--- config.mk ---
export PLATFORM = sky130hd
export DESIGN_NAME = rom_read_arbiter_flat
export DESIGN_NICKNAME = d
export VERILOG_FILES = /design/src/rtl/rom_read_arbiter_if.sv /design/src/rtl/rom_read_arbiter.sv /design/src/flat_wrapper.sv
export SDC_FILE = /design/constraint.sdc
export NUM_CORES = 1
export LEC_CHECK = 0
export CAP_MARGIN = 20
export CORE_MARGIN = 2
export CORE_UTILIZATION = 28
export CTS_CLUSTER_DIAMETER = 60
export DETAILED_ROUTE_END_ITERATION = 10
export GPL_TIMING_DRIVEN = 0
export PLACE_DENSITY = 0.81
export SETUP_SLACK_MARGIN = 0.5
export SYNTH_ARGS = -nofsm -noshare
export SYNTH_HDL_FRONTEND = slang
export SYNTH_SLANG_ARGS = --single-unit
export TNS_END_PERCENT = 10
--- constraint.sdc ---
create_clock -name clock -period 3.2 [get_ports clock]
set_input_delay 0.48 -clock clock [delete_from_list [all_inputs] [get_ports clock]]
set_output_delay 0.48 -clock clock [all_outputs]
set_load 0.005 [all_outputs]
--- src/rtl/rom_read_arbiter_if.sv ---
// Bundle of request, response and ROM-port signals for rom_read_arbiter.
// The slave modport is the arbiter; the master modport is the requester/ROM side.
interface rom_read_arbiter_if #(
   parameter int NUM_REQ = 4,
   parameter int ADDR_W  = 8,
   parameter int DATA_W  = 8
);
   // Handshake: requester i presents req_valid[i] with req_addr[i] and must hold both
   // until req_ready[i]; the read is accepted in the cycle where both are 1.
   // Dropping req_valid before ready withdraws the request. Responses (rsp_valid
   // one-hot pulse with rsp_data) have no backpressure and must be taken when shown.
   logic [NUM_REQ-1:0]        req_valid;
   logic [NUM_REQ*ADDR_W-1:0] req_addr;
   logic [NUM_REQ-1:0]        req_ready;
   logic [NUM_REQ-1:0]        rsp_valid;
   logic [DATA_W-1:0]         rsp_data;
   logic [ADDR_W-1:0]         rom_addr;
   logic                      rom_en;
   logic [DATA_W-1:0]         rom_data;
   logic [2:0]                dbg_ptr;

   modport slave (
      input  req_valid, req_addr, rom_data,
      output req_ready, rsp_valid, rsp_data, rom_addr, rom_en, dbg_ptr
   );

   modport master (
      output req_valid, req_addr, rom_data,
      input  req_ready, rsp_valid, rsp_data, rom_addr, rom_en, dbg_ptr
   );
endinterface

--- src/rtl/rom_read_arbiter.sv ---
// Round-robin arbiter for the single read port of a 256x8 lookup ROM, with latency tracking.
// Build option ROM_OUTREG_EN: ROM output register enabled, read latency 2 instead of 1.
module rom_read_arbiter #(
   parameter int NUM_REQ = 4,
   parameter int ADDR_W  = 8,
   parameter int DATA_W  = 8
) (
   input  logic               clock,
   input  logic               reset,
   rom_read_arbiter_if.slave  bus
);

`ifdef ROM_OUTREG_EN
   localparam int LAT = 2;
`else
   localparam int LAT = 1;
`endif

   logic [2:0]         ptr_q, ptr_d;
   logic               grant_found;
   logic [2:0]         grant_idx;
   logic [NUM_REQ-1:0] grant_oh;
   int                 scan_pos;
   logic [ADDR_W-1:0]  rom_addr_c;

   logic [LAT-1:0]     pipe_vld_q, pipe_vld_d;
   logic [2:0]         pipe_id_q [LAT];
   logic [2:0]         pipe_id_d [LAT];

   logic               rsp_fire;
   logic [NUM_REQ-1:0] rsp_valid_c;
   logic [DATA_W-1:0]  rsp_data_c;

   // Scan from ptr, wrapping; nothing is granted while reset flushes the pipe.
   always_comb begin
      grant_found = 1'b0;
      grant_idx   = 3'd0;
      scan_pos    = 0;
      if (!reset) begin
         for (int k = 0; k < NUM_REQ; k++) begin
            scan_pos = int'(ptr_q) + k;
            if (scan_pos >= NUM_REQ) scan_pos = scan_pos - NUM_REQ;
            for (int i = 0; i < NUM_REQ; i++) begin
               if (!grant_found && scan_pos == i && bus.req_valid[i]) begin
                  grant_found = 1'b1;
                  grant_idx   = 3'(i);
               end
            end
         end
      end
   end

   always_comb begin
      grant_oh   = '0;
      rom_addr_c = '0;
      for (int i = 0; i < NUM_REQ; i++) begin
         if (grant_found && grant_idx == 3'(i)) begin
            grant_oh[i] = 1'b1;
            rom_addr_c  = bus.req_addr[i*ADDR_W +: ADDR_W];
         end
      end
   end

   always_comb begin
      ptr_d = ptr_q;
      if (grant_found) begin
         if (grant_idx == 3'(NUM_REQ - 1)) ptr_d = 3'd0;
         else                              ptr_d = grant_idx + 3'd1;
      end
   end

   always_comb begin
      pipe_vld_d    = '0;
      pipe_vld_d[0] = grant_found;
      for (int s = 0; s < LAT; s++) pipe_id_d[s] = 3'd0;
      pipe_id_d[0]  = grant_idx;
      for (int s = 1; s < LAT; s++) begin
         pipe_vld_d[s] = pipe_vld_q[s-1];
         pipe_id_d[s]  = pipe_id_q[s-1];
      end
   end

   always_ff @(posedge clock) begin
      if (reset) begin
         ptr_q      <= 3'd0;
         pipe_vld_q <= '0;
         for (int s = 0; s < LAT; s++) pipe_id_q[s] <= 3'd0;
      end else begin
         ptr_q      <= ptr_d;
         pipe_vld_q <= pipe_vld_d;
         for (int s = 0; s < LAT; s++) pipe_id_q[s] <= pipe_id_d[s];
      end
   end

   // A read still in the pipe when reset is sampled must not surface that cycle.
   assign rsp_fire = pipe_vld_q[LAT-1] & ~reset;

   always_comb begin
      rsp_valid_c = '0;
      rsp_data_c  = '0;
      if (rsp_fire) rsp_data_c = bus.rom_data;
      for (int i = 0; i < NUM_REQ; i++) begin
         if (rsp_fire && pipe_id_q[LAT-1] == 3'(i)) rsp_valid_c[i] = 1'b1;
      end
   end

   assign bus.req_ready = grant_oh;
   assign bus.rom_en    = grant_found;
   assign bus.rom_addr  = rom_addr_c;
   assign bus.rsp_valid = rsp_valid_c;
   assign bus.rsp_data  = rsp_data_c;
   assign bus.dbg_ptr   = ptr_q;

endmodule
--- src/flat_wrapper.sv ---
// flat-port wrapper written by rule: the top's interface ports become plain ports
module rom_read_arbiter_flat 
#(
   parameter int NUM_REQ = 4,
   parameter int ADDR_W  = 8,
   parameter int DATA_W  = 8
)
  (clock, reset, bus_req_valid, bus_req_addr, bus_rom_data, bus_req_ready, bus_rsp_valid, bus_rsp_data, bus_rom_addr, bus_rom_en, bus_dbg_ptr);
  rom_read_arbiter_if #(.NUM_REQ(NUM_REQ), .ADDR_W(ADDR_W), .DATA_W(DATA_W)) bus_i ();
  input  logic clock;
  input  logic reset;
  input wire logic [$bits(bus_i.req_valid)-1:0] bus_req_valid;
  input wire logic [$bits(bus_i.req_addr)-1:0] bus_req_addr;
  input wire logic [$bits(bus_i.rom_data)-1:0] bus_rom_data;
  output wire logic [$bits(bus_i.req_ready)-1:0] bus_req_ready;
  output wire logic [$bits(bus_i.rsp_valid)-1:0] bus_rsp_valid;
  output wire logic [$bits(bus_i.rsp_data)-1:0] bus_rsp_data;
  output wire logic [$bits(bus_i.rom_addr)-1:0] bus_rom_addr;
  output wire logic [$bits(bus_i.rom_en)-1:0] bus_rom_en;
  output wire logic [$bits(bus_i.dbg_ptr)-1:0] bus_dbg_ptr;
  assign bus_i.req_valid = bus_req_valid;
  assign bus_i.req_addr = bus_req_addr;
  assign bus_i.rom_data = bus_rom_data;
  assign bus_req_ready = bus_i.req_ready;
  assign bus_rsp_valid = bus_i.rsp_valid;
  assign bus_rsp_data = bus_i.rsp_data;
  assign bus_rom_addr = bus_i.rom_addr;
  assign bus_rom_en = bus_i.rom_en;
  assign bus_dbg_ptr = bus_i.dbg_ptr;
  rom_read_arbiter #(.NUM_REQ(NUM_REQ), .ADDR_W(ADDR_W), .DATA_W(DATA_W)) u_core (.clock(clock), .reset(reset), .bus(bus_i));
endmodule
==> impl_metrics.tcl <==
set metrics [dict create \
    synthFlopType "dfxtp_1" \
    final_nets 226 \
    synth_top_family_by_area "simple AND/OR/NAND/NOR gates" \
    hpwl_um 2420 \
    synthesis.nets 143 \
    die_area_um2 2800 \
    regArea_um2 105 \
    synth-seq-area-share 0.150 \
    whs_path_depth 1 \
    crit_type "in -> out" \
    p_sw_frac 0.341 \
    use_met2 0.452 \
    use_met1 0.238 \
    outcome "completed" \
    clock_sinks 5 \
    multi_input_area_um2 658 \
    crit_fanout 8 \
    p_clk_frac 0.179 \
    vias 1087 \
    path_clk_slew_ns 0.05 \
    hold_violations 0 \
    ant_nets 0 \
    gp_congestion 0.796 \
    port_buffers 71 \
    fill_cells 163 \
    ir_worst_vdd_mv 0.169 \
    cts-root-buf "clkbuf_4" \
    grt_max_degree 11 \
    cts_buffers 3 \
    ys_ff_latch 5 \
    grt_antenna_before_repair 0 \
    dieWidth_um 52.9 \
    drtIter0Drc 26 \
    first_global_vias 1062 \
    synthDistinctLibCells 34 \
    synth_area_um2 669 \
    std_cell_rows 17 \
    clock_path_buffers 2 \
    drive_gt1_frac 0.297 \
    hold_class "reg -> reg" \
    critPathSlowestCell "or3b_4" \
    synthesis.area_per_instance_um2 7.20 \
    use_met3 0.0706 \
    synth_cells 93 \
    initial_utilization 0.300 \
    cp.required_ns 2.72 \
    die_h_um 52.9 \
    grtUsageTotal 0.240 \
    clock-skew-final_ns 0.00203 \
    area_growth_pct 147 \
    avgViaCountPerCell 5.35 \
    synth_fa_ha_area_frac 0.0748 \
    antennaDiodeCount 0 \
    cp-start-kind "input pin" \
    synthMuxAreaShare 0.0150 \
    grt.overflow.total 0 \
    grt-busiest-layer "met2" \
    clkLatencyLatePin_ns 0.25 \
    share_comb_of_total_power 0.637 \
    yosysWarnings 0 \
    synthArstFlopShare 0 \
    cp_cell_sequence "buf_8 > nor2b_4 > or3b_4 > a211o_1 > ha_2 > or2_4 > clkbuf_16 > a221oi_2 > nor3_1 > buf_2" \
    final-setup-viol-count 0 \
    io_pins 74 \
    drc 0 \
    period_share 0.932 \
    cp-end-kind "output pin" \
    reg2regPathDepth 6 \
    slew_violations 0 \
    post-route-util 0.742 \
    slowest_delay_ns 0.42 \
    cp.arrival_ns 2.50 \
    grt_pass1_wl_um 4870 \
    cap_violations 0 \
    synth_compound_area_frac 0.316 \
    cts_hold_buffers 0 \
    power.switching_mw 0.143 \
    finalCriticalPeriod_ns 2.98 \
    rsz0062_at_grt "true" \
    drt_pass1_iterations 4 \
    synth_simple_gate_area_frac 0.361 \
    coreArea_um2 2230 \
    p_leak_nw 0.661 \
    finalPower_mw 0.418 \
    htreeDepth 1 \
    p_int_mw 0.276 \
    p_per_area_nw_per_um2 252 \
    synth_edf_count 0 \
    routedWlPerCell_um 16.0 \
    cts_tree "done" \
    wl_um 3250 \
    power_frac_seq 0.184 \
    synthXorXnorAreaFrac 0 \
    clock.fmax_mhz 335 \
]
[sequential cells by signal, indices dropped and copies added, names as in the netlist]
register / flops
u_core.pipe_vld_q: 1
u_core.pipe_id_q: 2
u_core.bus.dbg_ptr: 2
[power groups by stage]
| stage | Sequential, mW | Combinational, mW | Clock (mW) |
|---|---|---|---|
| 6_report | 0.0771 | 0.266 | 0.0749 |
| 5_1_grt | 0.0784 | 0.286 | 0.0857 |
| 4_1_cts | 0.0770 | 0.253 | 0.0762 |
| 3_5_place_dp | 0.0771 | 0.210 | 0 |
| 3_3_place_gp | 0.0764 | 0.202 | 0 |
| 2_1_floorplan | 0.0754 | 0.0854 | 0 |
[logic make-up (layout without fill, tap and decap cells)]
kind of cell	count (synthesis)	count (layout)
and+or+nand+nor	41	41
AOI/OAI and AO/OA	29	29
buffers and inverters	12	94
DFF	5	5
adders and majority gates	4	4
other	1	1
muxes	1	1
[placed cells by master (no fill, tap or decap), drive strengths merged, types with 3 or more instances in the layout]
cell type	instances
nor2	6
and2	11
buf	22
dfxtp	5
ha	4
a221oi	7
nor2b	5
clkbuf	7
o21a	3
inv	4
o22ai	8
a211oi	3
nor3	7
clkdlybuf4s50	59
[cells in the mapped netlist (2+ instances only)]
master / instances / area share
dfxtp_1: 5 / 0.15
buf_4: 2 / 0.022
o22ai_1: 8 / 0.075
nor2b_1: 5 / 0.047
a221oi_1: 7 / 0.092
o21a_1: 3 / 0.034
a21oi_1: 2 / 0.015
inv_1: 3 / 0.017
nor3_1: 7 / 0.052
clkbuf_1: 4 / 0.022
o21ai_0: 2 / 0.015
ha_1: 4 / 0.075
nor2_1: 6 / 0.034
nand3b_1: 2 / 0.022
a211oi_1: 3 / 0.034
and2_1: 11 / 0.10
nand2b_1: 2 / 0.019
[worst max-delay path: cells and delay by family]
| family | cells | cell delay, ns |
|---|---|---|
| AOI/OAI and AO/OA | 2 | 0.56 |
| buffers and inverters | 3 | 0.40 |
| adders and majority gates | 1 | 0.21 |
| and+or+nand+nor | 4 | 0.84 |
[metrics by stage]
step	std cells	cell area [um2]	setup TNS [ns]	hold WS (ns)	setup slack, ns
global placement	192	1420	-5.78	0.581	-0.704
CTS	201	1610	0	0.581	0.315
global route	203	1660	0	0.640	0.166
floorplan	93	671	0	0.566	0.506
detailed placement	192	1420	-6.94	0.614	-0.831
finish	203	1660	0	0.583	0.218
[repair_timing]
item | in CTS | in global routing
setup buffers | 5 | 2
pin swaps | 14 | 6
gates resized for setup | 90 | 5
setup endpoints to repair | 12 | 12
gates cloned | 0 | 0
[per-layer routing]
metal	part of all wire	wire (um)	vias to the layer above
li1	-	-	512
met1	0.34	1100	508
met2	0.56	1820	57
met3	0.082	267	10
met4	0.019	63	0
met5	0	0	-
[final cells by class]
cell class,count,area share
Clock inverter,1,0.00302
Sequential cell,5,0.0634
Inverter,5,0.0144
Buffer,7,0.0506
Multi-Input combinational cell,76,0.397
Timing Repair Buffer,78,0.437
Clock buffer,3,0.0136
Tap cell,28,0.0211
[worst paths after layout]
check | from | endpoint | slack, ns
max reg2reg | u_core.bus.dbg_ptr[0] | u_core.bus.dbg_ptr[1] | 1.36
max | bus_req_valid[0] | bus_rom_addr[4] | 0.22
min | u_core.bus.dbg_ptr[1] | u_core.bus.dbg_ptr[0] | 0.58
min reg2reg | u_core.bus.dbg_ptr[1] | u_core.bus.dbg_ptr[0] | 0.58
Power figures use the tool's default switching activity.
==> patch 1 (same settings) <==
`ADDR_W` is set to 8 in 3 places; all go to 7.
--- a/src/rtl/rom_read_arbiter_if.sv
+++ b/src/rtl/rom_read_arbiter_if.sv
@@ -4,3 +4,3 @@
    parameter int NUM_REQ = 4,
-   parameter int ADDR_W  = 8,
+   parameter int ADDR_W  = 7,
    parameter int DATA_W  = 8
--- a/src/rtl/rom_read_arbiter.sv
+++ b/src/rtl/rom_read_arbiter.sv
@@ -4,3 +4,3 @@
    parameter int NUM_REQ = 4,
-   parameter int ADDR_W  = 8,
+   parameter int ADDR_W  = 7,
    parameter int DATA_W  = 8
--- a/src/flat_wrapper.sv
+++ b/src/flat_wrapper.sv
@@ -4,3 +4,3 @@
    parameter int NUM_REQ = 4,
-   parameter int ADDR_W  = 8,
+   parameter int ADDR_W  = 7,
    parameter int DATA_W  = 8
Interface: changed (resized bus_req_addr and bus_rom_addr); port bits go from 74 to 69. No check against the original RTL was run, so the function may have changed too.
==> patch 1 against the original RTL <==
  * Area after synthesis fell by 1.9%
  * Sequential share of layout area rose by 0.23 points
  * First-iteration DRC count fell by 31%
  * Fmax rose by 0.16%
  * Design area fell by 3.6%
  * Sequential cell count did not move
  * Setup slack improved by 4.9 ps
  * Sequential power rose by 0.5%
  * Clock skew rose by 2.6 ps
  * Routed wire length fell by 9.0%
  * Power fell by 3.5%
  * Via count fell by 6.2%
==> patch 1: results (changes against the original RTL) <==
Outcome -> finished, final reports clean (unchanged)
Final Skew -> 4.615 ps (was 2.028 ps)
Worst r2r src -> u_core.bus.dbg_ptr[1] (was u_core.bus.dbg_ptr[0])
Metal3 WL -> 275 um (was 267 um)
Share of post-route cells with drive strength above 1 -> 32.74% (was 29.71%)
DP Area -> 0.001353 mm2 (was 0.001416 mm2)
Switching pwr -> 0.1342 mW (was 0.1426 mW)
WHS Endpoint -> u_core.bus.dbg_ptr[1] (was u_core.bus.dbg_ptr[0])
CP endpoint -> bus_rom_addr[5] (was bus_rom_addr[4])
Synth Area in Compound Gates -> 30.10% (was 31.59%)
HPWL after DPL -> 2110 um (was 2419 um)
Wire length per cell -> 15.07 um (was 16.00 um)
Final GP Congestion -> 0.7071 (was 0.7956)
Met1 global-route usage -> 24.87% (was 23.77%)
Nets -> 215 (was 226)
Number of port buffers -> 66 (was 71)
Vias in the first global route -> 927 (was 1062)
Multiplexer area fraction after synthesis -> 1.524% (was 1.495%)
Library cells used by synthesis -> 32 (was 34)
Sequential area share after synthesis -> 15.24% (was 14.95%)
Met2 wire len -> 1505 um (was 1821 um)
R2R Setup Slk -> 1300 ps (was 1360 ps)
Hold path depth -> 2 (was 1)
Place WS -> -773.0 ps (was -830.7 ps)
Met2 usage -> 39.58% (was 45.21%)
Syn_nets -> 136 (was 143)
Iter 0 DRT Violations -> 18 (was 26)
Fin crit share -> 93.03% (was 93.18%)
Final hold slack -> 607.5 ps (was 582.8 ps)
Commonest cells post-synth -> 11 x and2_1, 7 x o22ai_1, 6 x a221oi_1, 6 x nor2_1, 6 x nor3_1 (was 11 x and2_1, 8 x o22ai_1, 7 x a221oi_1, 7 x nor3_1, 6 x nor2_1)
Met3 Resource Use GR -> 4.000% (was 7.062%)
patch 1: cell types whose count changed in the layout (fill, tap and decap cells not counted), moves of 2 or more:
cell,change
o22ai_2,+2
o22ai_1,-2
clkdlybuf4s50_1,-4
buf_2,-2
nor3_1,-2
patch 1: area by class of cell:
type                            instances  area [um2]
Inverter                                5       18.77
Sequential cell                         5       105.1
Multi-Input combinational cell         73       648.1
Tap cell                               28       35.03
Clock buffer                            4       26.28
Buffer                                  7       76.32
Timing Repair Buffer                   74       688.2
Fill cell                             158       614.3
patch 1: power by group through the flow:
stage | registers [mW] | logic, mW | clock network, mW
2_1_floorplan | 0.0754 | 0.0805 | 0
3_3_place_gp | 0.0766 | 0.189 | 0
3_5_place_dp | 0.0770 | 0.194 | 0
4_1_cts | 0.0770 | 0.234 | 0.0740
5_1_grt | 0.0787 | 0.273 | 0.0765
6_report | 0.0775 | 0.254 | 0.0721
patch 1: timing repair:
item	in CTS	in global routing
pin swaps	14	7
setup buffers	6	2
setup endpoints to repair	11	11
gates resized for setup	83	11
==> patch 2 (config.mk and constraints unchanged) <==
Made on the original files. Reset style: asynchronous (`reset`), changed in one clocked block.
--- a/src/rtl/rom_read_arbiter.sv
+++ b/src/rtl/rom_read_arbiter.sv
@@ -82,3 +82,3 @@
 
-   always_ff @(posedge clock) begin
+   always_ff @(posedge clock or posedge reset) begin
       if (reset) begin
Behaviour: differs if reset is asserted again (counterexample within 4 cycles, from zero or initial values and one cycle with reset high); with reset held inactive, the same outputs for 10 cycles.
==> patch 2 against the original RTL <==
  * Design area rose by 2.1%
  * Cell count rose by 8.4%
  * Clock skew rose by 5.8 ps
  * Worst hold slack got worse by 200 ps
  * Sequential power rose by 15%
  * Area after synthesis rose by 16%
  * First-iteration DRC count rose by 42%
  * Sequential cell count did not move
  * Critical path depth fell by 1
  * Clock power rose by 2.8%
  * Routed wire length fell by 4.5%
  * Power rose by 38%
  * Largest power group unchanged
  * Setup slack improved by 180 ps
==> patch 2: results (changes against the original RTL) <==
DRT Pass-1 Iters -> 4 (unchanged)
Final Skew -> 7.794 ps (was 2.028 ps)
Cts bufs inserted -> 3 (unchanged)
Leading post-synthesis cells by cell area -> dfrtp_1 16%, a21oi_1 12%, a221o_1 10%, and2_1 8.8%, nand3b_1 7.7% (was dfxtp_1 15%, and2_1 10%, a221oi_1 9.2%, ha_1 7.5%, o22ai_1 7.5%)
Arr. time, crit path -> 2320 ps (was 2500 ps)
Final GP Congestion -> 0.7836 (was 0.7956)
DRC violations left -> 0 (unchanged)
Vias in the first global route -> 1032 (was 1062)
Commonest cells post-synth -> 18 x a21oi_1, 11 x and2_1, 10 x inv_1 (was 11 x and2_1, 8 x o22ai_1, 7 x a221oi_1, 7 x nor3_1, 6 x nor2_1)
Worst vdd ir -> 215.7 uV (was 168.9 uV)
Max Freq -> 357.5 MHz (was 335.4 MHz)
Placed instance count -> 211 (was 192)
Place WS -> -580.5 ps (was -830.7 ps)
R2R Setup Slk -> 1330 ps (was 1360 ps)
CP Max Fanout -> 9 (was 8)
Final WL -> 3100 um (was 3247 um)
Sequential area share after synthesis -> 16.05% (was 14.95%)
Initial antenna violation count -> 0 (unchanged)
Iter 0 DRT Violations -> 37 (was 26)
Longest Clk Path Bufs -> 2 (unchanged)
HP Class -> in2async (was reg2reg)
Max Slew Vio Count -> 0 (unchanged)
Tot GR Track Use -> 18.34% (was 23.96%)
FF-to-FF path depth -> 7 (was 6)
# fillers -> 237 (was 163)
Reg2reg end -> u_core.bus.dbg_ptr[0] (was u_core.bus.dbg_ptr[1])
H-tree depth -> 1 (unchanged)
Static leakage -> 0.7284 nW (was 0.6613 nW)
Number of port buffers -> 72 (was 71)
HPWL after DPL -> 2299 um (was 2419 um)
Number of synthesized register bits -> 5 (unchanged)
Antenna diodes -> 0 (unchanged)
Library cells used by synthesis -> 32 (was 34)
Number of max-cap violations -> 0 (unchanged)
Outcome -> finished, final reports clean (unchanged)
Most frequent cell after synthesis -> a21oi_1 (was and2_1)
Worst r2r src -> u_core.bus.dbg_ptr[0] (unchanged)
DR vias -> 1086 (was 1087)
Clock Latency Late Sink -> 250 ps (about the same)
First-pass GRT wire length -> 4698 um (was 4871 um)
Synth warn -> 0 (unchanged)
Syn_nets -> 158 (was 143)
Register clock-pin slew on the reported worst setup and hold paths -> 50 ps (about the same)
Nets -> 240 (was 226)
Wire length per cell -> 14.09 um (was 16.00 um)
Synth Instances -> 108 (was 93)
Share of post-route cells with drive strength above 1 -> 26.46% (was 29.71%)
Largest net degree at the start of global routing -> 11 (unchanged)
Clock root cell -> clkbuf_4 (unchanged)
Fraction of registers with async set or reset after synthesis -> 100.0% (was 0%)
==> patch 2: critical path, cell delays in order (launching register included) <==
cell     delay, ps
dfrtp_1        390
inv_2           70
o21a_1         250
o221a_4        290
ha_2           180
buf_6          130
buf_4          150
a221o_1        330
a21oi_1        160
buf_2          130
==> patch 2: how the worst max path moves through the flow <==
| stage | start | end | slack, ps | depth (start not counted) |
|---|---|---|---|---|
| floorplan | bus_req_valid[0] | bus_rom_addr[6] | 690 | 8 |
| global placement | bus_req_valid[0] | bus_rom_addr[6] | -510 | 10 |
| detailed placement | bus_req_valid[0] | bus_rom_addr[6] | -580 | 10 |
| CTS | u_core.bus.dbg_ptr[0] | bus_rom_addr[2] | 390 | 9 |
| global route | u_core.bus.dbg_ptr[1] | bus_rom_addr[6] | 350 | 10 |
| finish | u_core.bus.dbg_ptr[0] | bus_rom_addr[7] | 400 | 9 |
==> patch 2: cell type report <==
cell class / count / area, um2 / share of cell area (%)
plain buffers: 9 / 88.84 / 5.251
well taps: 31 / 38.79 / 2.293
flip-flops and latches: 5 / 126.4 / 7.470
multi-input cells: 83 / 653.1 / 38.61
repair buffers: 77 / 711.9 / 42.09
inverters: 11 / 46.29 / 2.737
clock buffers: 4 / 26.28 / 1.553
==> patch 2: cells by family (layout without fill, tap and decap cells) <==
group                    after synthesis  count (layout)  share of synthesized area (%)
AND/OR/NAND/NOR                       44              44                          34.19
AO/OA/AOI/OAI                         33              33                          29.05
buffers and inverters                 20             101                          11.88
flip-flops                             5               5                          16.05
adder cells (fa/ha/maj)                4               4                          6.421
other                                  1               1                         0.4811
multiplexers                           1               1                          1.926
==> patch 2: what timing repair did <==
item | 4_1_cts | 5_1_grt
hold endpoints to repair | 0 | 0
buffers inserted | 3 | 0
setup endpoints to repair | 13 | 11
resized for setup | 67 | 20
pin swaps | 8 | 6
gates cloned | 2 | 0
==> patch 2: report_power, final <==
group	internal, mW	total (mW)	leakage (nW)	switching, mW
clock	0.0474	0.0770	0.0150	0.0296
sequential	0.0785	0.0890	0.0604	0.0105
combinational	0.239	0.410	0.653	0.171
==> patch 2: layer usage <==
metal	wire, um	part of all wire, %	track usage, %
met1	1210	39	21.06
met2	1622	52	33.89
met3	228	7.4	3.687
met4	38	1.2	5.316
met5	0	0	0
==> patch 2: stage by stage <==
step	utilization, %	cell area, um2	hold WS, ps
detailed placement	56.79	1539	630.2
finish	62.42	1692	379.9
CTS	60.66	1644	392.1
global placement	56.79	1539	632.0
global route	62.42	1692	406.5
floorplan	-	779.5	274.5
